[config.mk]
export PLATFORM = sky130hd
export DESIGN_NAME = frv_mem_response
export DESIGN_NICKNAME = d
export VERILOG_FILES = /design/src/rtl/frv_mem_response.sv
export SDC_FILE = /design/constraint.sdc
export NUM_CORES = 1
export LEC_CHECK = 0
export ABC_AREA = 1
export CAP_MARGIN = 20
export CORE_MARGIN = 4
export CORE_UTILIZATION = 45
export DETAILED_ROUTE_END_ITERATION = 7
export GPL_TIMING_DRIVEN = 0
export PLACE_DENSITY = 0.8
export RECOVER_POWER = 50
export SYNTH_ARGS = -nofsm -noshare
export SYNTH_HDL_FRONTEND = slang
export SYNTH_SLANG_ARGS = --single-unit
[constraint.sdc]
create_clock -name g_clk -period 3.95 [get_ports g_clk]
set_clock_uncertainty 0.2 [all_clocks]
set_input_delay 0.79 -clock g_clk [delete_from_list [all_inputs] [get_ports g_clk]]
set_output_delay 0.79 -clock g_clk [all_outputs]
set_load 0.02 [all_outputs]
[src/rtl/frv_mem_response.sv]
// frv_mem_response: LSU memory response tracker that aligns/extends load data and reports bus errors as traps.
module frv_mem_response #(
  parameter logic [4:0] LD_FAULT_CAUSE = 5'd5,
  parameter logic [4:0] ST_FAULT_CAUSE = 5'd7
) (
  input  logic        g_clk,
  input  logic        g_reset,
  input  logic        flush,
  input  logic        s4_valid,
  output logic        s4_busy,
  input  logic        s4_load,
  input  logic        s4_signed,
  input  logic [1:0]  s4_size,
  input  logic [1:0]  s4_addr_lo,
  input  logic [4:0]  s4_rd,
  input  logic        dmem_recv,
  output logic        dmem_ack,
  input  logic        dmem_error,
  input  logic [31:0] dmem_rdata,
  output logic        wb_valid,
  input  logic        wb_busy,
  output logic [4:0]  wb_rd,
  output logic [31:0] wb_wdata,
  output logic        wb_trap,
  output logic [4:0]  wb_cause
);
  typedef enum logic [1:0] {IDLE, WAIT, DONE, DRAIN} state_t;
  state_t state, state_nxt;
  logic        ld_q, sg_q, accept, capture, ok;
  logic [1:0]  size_q, lo_q;
  logic [4:0]  rd_q;
  logic [31:0] shifted, ext;
  assign s4_busy  = state == WAIT || state == DRAIN || (state == DONE && wb_busy);
  assign dmem_ack = state == WAIT || state == DRAIN;
  assign wb_valid = state == DONE;
  assign accept   = s4_valid && !s4_busy && !flush;
  assign capture  = state == WAIT && dmem_recv && !flush;
  assign ok       = ld_q && !dmem_error;
  assign shifted  = size_q == 2'b00 ? dmem_rdata >> {lo_q, 3'b000} :
                    size_q == 2'b01 ? dmem_rdata >> {lo_q[1], 4'b0000} : dmem_rdata;
  assign ext      = size_q == 2'b00 ? {{24{sg_q & shifted[7]}}, shifted[7:0]} :
                    size_q == 2'b01 ? {{16{sg_q & shifted[15]}}, shifted[15:0]} : shifted;
  always_comb begin
    state_nxt = state;
    case (state)
      IDLE:    state_nxt = accept ? WAIT : IDLE;
      WAIT:    state_nxt = flush ? (dmem_recv ? IDLE : DRAIN) : (dmem_recv ? DONE : WAIT);
      DONE:    state_nxt = flush ? IDLE : wb_busy ? DONE : accept ? WAIT : IDLE;
      DRAIN:   state_nxt = dmem_recv ? IDLE : DRAIN;
      default: state_nxt = IDLE;
    endcase
  end
  always_ff @(posedge g_clk or posedge g_reset) begin
    if (g_reset) begin
      state    <= IDLE;
      ld_q     <= 1'b0;
      sg_q     <= 1'b0;
      size_q   <= 2'b00;
      lo_q     <= 2'b00;
      rd_q     <= 5'd0;
      wb_rd    <= 5'd0;
      wb_wdata <= 32'd0;
      wb_trap  <= 1'b0;
      wb_cause <= 5'd0;
    end else begin
      state <= state_nxt;
      if (accept) begin
        ld_q   <= s4_load;
        sg_q   <= s4_signed;
        size_q <= s4_size;
        lo_q   <= s4_addr_lo;
        rd_q   <= s4_rd;
      end
      if (capture) begin
        wb_rd    <= ok ? rd_q : 5'd0;
        wb_wdata <= ok ? ext : 32'd0;
        wb_trap  <= dmem_error;
        wb_cause <= dmem_error ? (ld_q ? LD_FAULT_CAUSE : ST_FAULT_CAUSE) : 5'd0;
      end
    end
  end
endmodule

# After elaboration in Yosys (flattened, before gate mapping)
# Index checks and enable logic that the tools add are counted.
[totals]
regBits = 56
inputBits = 50
word_cells = 46
[classes]
n_eq_ne = 4
shifts = 2
mux = 15
bitwise_logic = 2
reduce_logical = 13
[ops]
columns = ["op", "count"]
rows = [
  ["2-to-1 mux 32 bit", 5],
  [">> shifter 32 x 5 -> 32 bit", 2],
  ["2-to-1 mux 2 bit", 6],
  ["one-hot mux 2 bit (4 select lines)", 1],
  ["logical AND 1 bit", 6],
  ["2-to-1 mux 5 bit", 1],
  ["== test 2 x 1 -> 1 bit, second input constant", 2],
  ["== test 2 bit, second input constant", 2],
  ["logical NOT 2 bit", 2],
  ["logical NOT 1 bit", 3],
  ["2-to-1 mux 3 bit", 1],
  ["AND 1 bit", 2],
  ["logical OR 1 bit", 2],
  ["2-to-1 mux 1 bit", 1],
]

# Logic depth before layout (Yosys ltp)
[logic_depth]
ltp_word = 10
mapped_depth = 11
ltp_nobuf = 9

# Least setup slack after synthesis
# Ideal clock, no wire load.
[synth_timing]
path_kind = "input -> output"
from = "input wb_busy"
to = "output s4_busy"
arrival_time_ps = 1215
required_time_ps = 2960
slack_ps = 1745
cell_stages = 3
n_path_buf = 0
path_cell_list = "nand2_1 -> inv_1 -> or2_2"
[synth_via]
elab_chain_cells = 2
[synth_rtl]
columns = ["item", "line", "rtl"]
rows = [
  ["start, declared", "21", "input logic wb_busy,"],
  ["logical AND 1 bit", "33", "assign s4_busy = state == WAIT || state == DRAIN || (state == DONE && wb_busy);"],
  ["logical OR 1 bit", "33", ""],
  ["end, declared", "10", "output logic s4_busy,"],
]
# Every way passes these cells.

# Final worst setup path
# Same ends and word-level chain as after synthesis.

==> results.md <==
- Part of the Yosys area used for sequential elements: 46.57%
- Total power divided by cell area: 693.6 nW/um2
- Maximum vdd drop: 336.8 uV
- Detailed-route wire length: 8360 um
- Cell Rows: 28
- Fin. Hold Viols: 0
- N_diodes: 0
- Worst-path cell chain: clkdlybuf4s50_1, nand2_1, inv_1, or2_2, clkdlybuf4s50_1
- Fraction of the cycle the final worst path needs: 79.03%
- Initial standard-cell utilization of the core: 46.91%
- Most instantiated cells after synthesis: sky130_fd_sc_hd__nand2_1 (124), sky130_fd_sc_hd__dfrtp_1 (52), sky130_fd_sc_hd__nor2_1 (38)
- Top-level I/O count: 96
- Area of the multi-input gates: 1270 um2
- Worst r2r dst: wb_wdata[1]
- Grt ovf: 0
- Core footprint: 5956 um2
- Post-synthesis compound-gate area fraction: 14.64%
- Number of buffers added to fix hold violations after cts: 0
- Antenna violations before repair: 0
- Final setup violation count: 0
- Clock Tree Root: sky130_fd_sc_hd__clkbuf_8
- Pin count of the biggest net entering global routing: 28
- Fmax: 320.4 MHz
- Via density: 5.235
- Worst Min Path Start: wb_wdata[22]
- Unrepaired setup endpoints after global routing: no
- Worst Setup Start Kind: primary input
- Synthesis Warnings: 0
- Final-layout fill cell count: 544
- Register bit total from synthesis: 52
- Share of cells above drive strength 1: 7.806%
- Post-synthesis area per instance: 7.531 um2
- Layout area overhead: 40.26%
- Leak pwr: 1.910 nW
- Cell accounting for the most synthesized area: sky130_fd_sc_hd__dfrtp_1
- Initial detailed-routing violation count: 160
- CP Capture Type: output port
- Wire length of the first global-routing pass: 13650 um
- Cell with the biggest individual delay on the critical path: sky130_fd_sc_hd__clkdlybuf4s50_1
- Clock net sink count: 52
- Crit path largest cell delay: 0.54 ns
- Post-CTS setup buffers: 0
- Minimum period implied by the final worst setup slack: 3.122 ns
- Total negative slack: 0 ns
- Via count: 2874
- Max-slew violation count: 0
- Die Outline Area: 7533 um2
- Post-synthesis cell count: 371
- Largest family of logic cells by synthesized area: simple AND/OR/NAND/NOR gates
- Largest driver fanout on the critical path: 2
- Slew @ Worst Pin: 1.054 ns
- Fraction of the mapped netlist area in simple logic gates: 28.21%
- Detailed-route DRC error count: 0
- Total Power Consumption: 2.718 mW
- Routed length per instance: 15.23 um
- Most used flip-flop cell after synthesis: sky130_fd_sc_hd__dfrtp_1
- Source-to-sink clock delay at the later pin of the worst-skew pair: 0.31 ns
- Reg-to-reg critical path startpoint: state[1]
- Net total in the final layout: 525
- TritonCTS clock tree: done
- Half-perimeter wire length after placement: 6474 um
- Largest cells by area after synthesis: sky130_fd_sc_hd__dfrtp_1 (47%), sky130_fd_sc_hd__nand2_1 (17%), sky130_fd_sc_hd__a21oi_1 (5.6%)
- Total number of H-tree levels: 2
- Number of maximum-capacitance constraint violations: 0
- Gp weighted congestion: 0.9247
- Antenna viol nets, final: 0
- WP data required: 2.96 ns
- Endpoint with the worst hold slack: wb_wdata[22]
- Most used standard cell by instance count after synthesis: sky130_fd_sc_hd__nand2_1
- Die X: 86.80 um
- Post-synth cell types: 25
- Register-to-register setup slack: 1.50 ns
- Clock edge transition at the registers on the reported setup and hold paths: 0.08 ns
- Worst hold path class: flip-flop to flip-flop
- Number of synthesized flops with an enable pin: 0
- PostCTS Resize Cnt: 0
- Outcome: finished clean
- Most frequent cell on the critical path: sky130_fd_sc_hd__clkdlybuf4s50_1
- Die outline height: 86.80 um
- Post-synthesis mux area share: 2.015%
- Worst EP arrival: 2.13 ns
- Max Buffers Root-to-Sink: 2
- Share of synthesized registers carrying an async set or reset: 100.0%
- Share of synthesized cell area in full adder, half adder and majority cells: 0.8957%
- Post-synthesis share of cell area spent on xor and xnor gates: 0%
- Overall fraction of global-route tracks in use: 23.03%
- Number of clock buffers inserted by TritonCTS: 5
- Sequential Area: 1301 um2
- Setup Crit Path Kind: primary input to output port
- Post-synthesis instance area: 2794 um2
- Worst hold slack: 0.2834 ns
- Worst slew margin: 29.66%
- Area share of the leading cell type in the synthesized netlist: 46.57%
- Combined buffer and inverter count along the critical path: 3
- Top delay family on crit path: buffers and inverters
- Vias in the first global route: 2862
- Total of buffers placed on input and output ports: 93
- First drt pass iteration count: 4
- Hold-critical path depth: 2
- R2r worst-path depth: 8
## cell usage in the layout (no fill, tap or decap), drive strengths merged
cell type,instances
o221ai,6
clkdlybuf4s50,81
nand3,27
conb,2
a22o,4
nand2,125
mux2,5
ha,2
nor3,1
dfrtp,52
nand4,1
dlygate4sd3,12
nor2,38
o211ai,2
o21ai,27
clkbuf,19
buf,13
or2,1
inv,23
a21oi,32
clkinvlp,1
## registers in the layout, indices dropped and copies added, names as in the netlist
| signal | cells |
|---|---|
| size_q | 2 |
| wb_wdata | 32 |
| ld_q | 1 |
| lo_q | 2 |
| wb_cause | 2 |
| sg_q | 1 |
| state | 2 |
| rd_q | 5 |
| wb_rd | 5 |
## worst max path at each step
stage,depth (start not counted),to,from,slack [ns]
final,5,s4_busy,wb_busy,0.83
after floorplan,1,ld_q,g_reset,1.70
after global placement,2,wb_wdata[5],g_reset,0.79
after global routing,5,s4_busy,wb_busy,0.78
after detailed placement,5,s4_busy,wb_busy,0.83
after CTS,5,s4_busy,wb_busy,0.82
## worst min-delay path, stage by stage, from the launching register on
cell and delay, ns:
sky130_fd_sc_hd__dfrtp_1 0.35, sky130_fd_sc_hd__nand2_1 0.05, sky130_fd_sc_hd__nand2_1 0.05
## routing by layer
metal / part of all wire (%) / vias to the layer above / GRT usage [%]
met5: 0 / - / 0
met4: 3.0 / 0 / 7.507
met3: 7.0 / 19 / 3.802
met2: 46 / 122 / 37.20
met1: 43 / 1328 / 31.51
li1: - / 1405 / -
## metrics by stage
stage	instances	setup slack [ns]	util [%]	area, um2
2_1_floorplan	372	1.702	-	2798
3_3_place_gp	540	0.7914	64.18	3822
3_5_place_dp	541	0.8253	64.52	3842
4_1_cts	549	0.8191	66.09	3936
5_1_grt	549	0.7794	65.80	3919
6_report	549	0.8284	65.80	3919
## layout make-up
| type | count | share of cell area (%) |
|---|---|---|
| Clock inverter | 1 | 0.1916 |
| Inverter | 23 | 2.203 |
| Buffer | 24 | 3.129 |
| Multi-Input combinational cell | 273 | 32.41 |
| Timing Repair Buffer | 94 | 24.27 |
| Clock buffer | 7 | 2.203 |
| Sequential cell | 52 | 33.21 |
| Tap cell | 75 | 2.395 |
## cell families (layout without fill, tap and decap cells)
group	Yosys count	count (layout)
other	1	2
muxes	5	5
adders and majority gates	2	2
AOI/OAI and AO/OA	71	71
DFF	52	52
and+or+nand+nor	193	193
buffers and inverters	47	149
## report_power, final
| group | leakage [nW] | internal [mW] | switching (mW) |
|---|---|---|---|
| clock | 0.0445 | 0.143 | 0.176 |
| combinational | 1.19 | 0.650 | 0.833 |
| sequential | 0.672 | 0.774 | 0.142 |
Power figures use the tool's default switching activity.
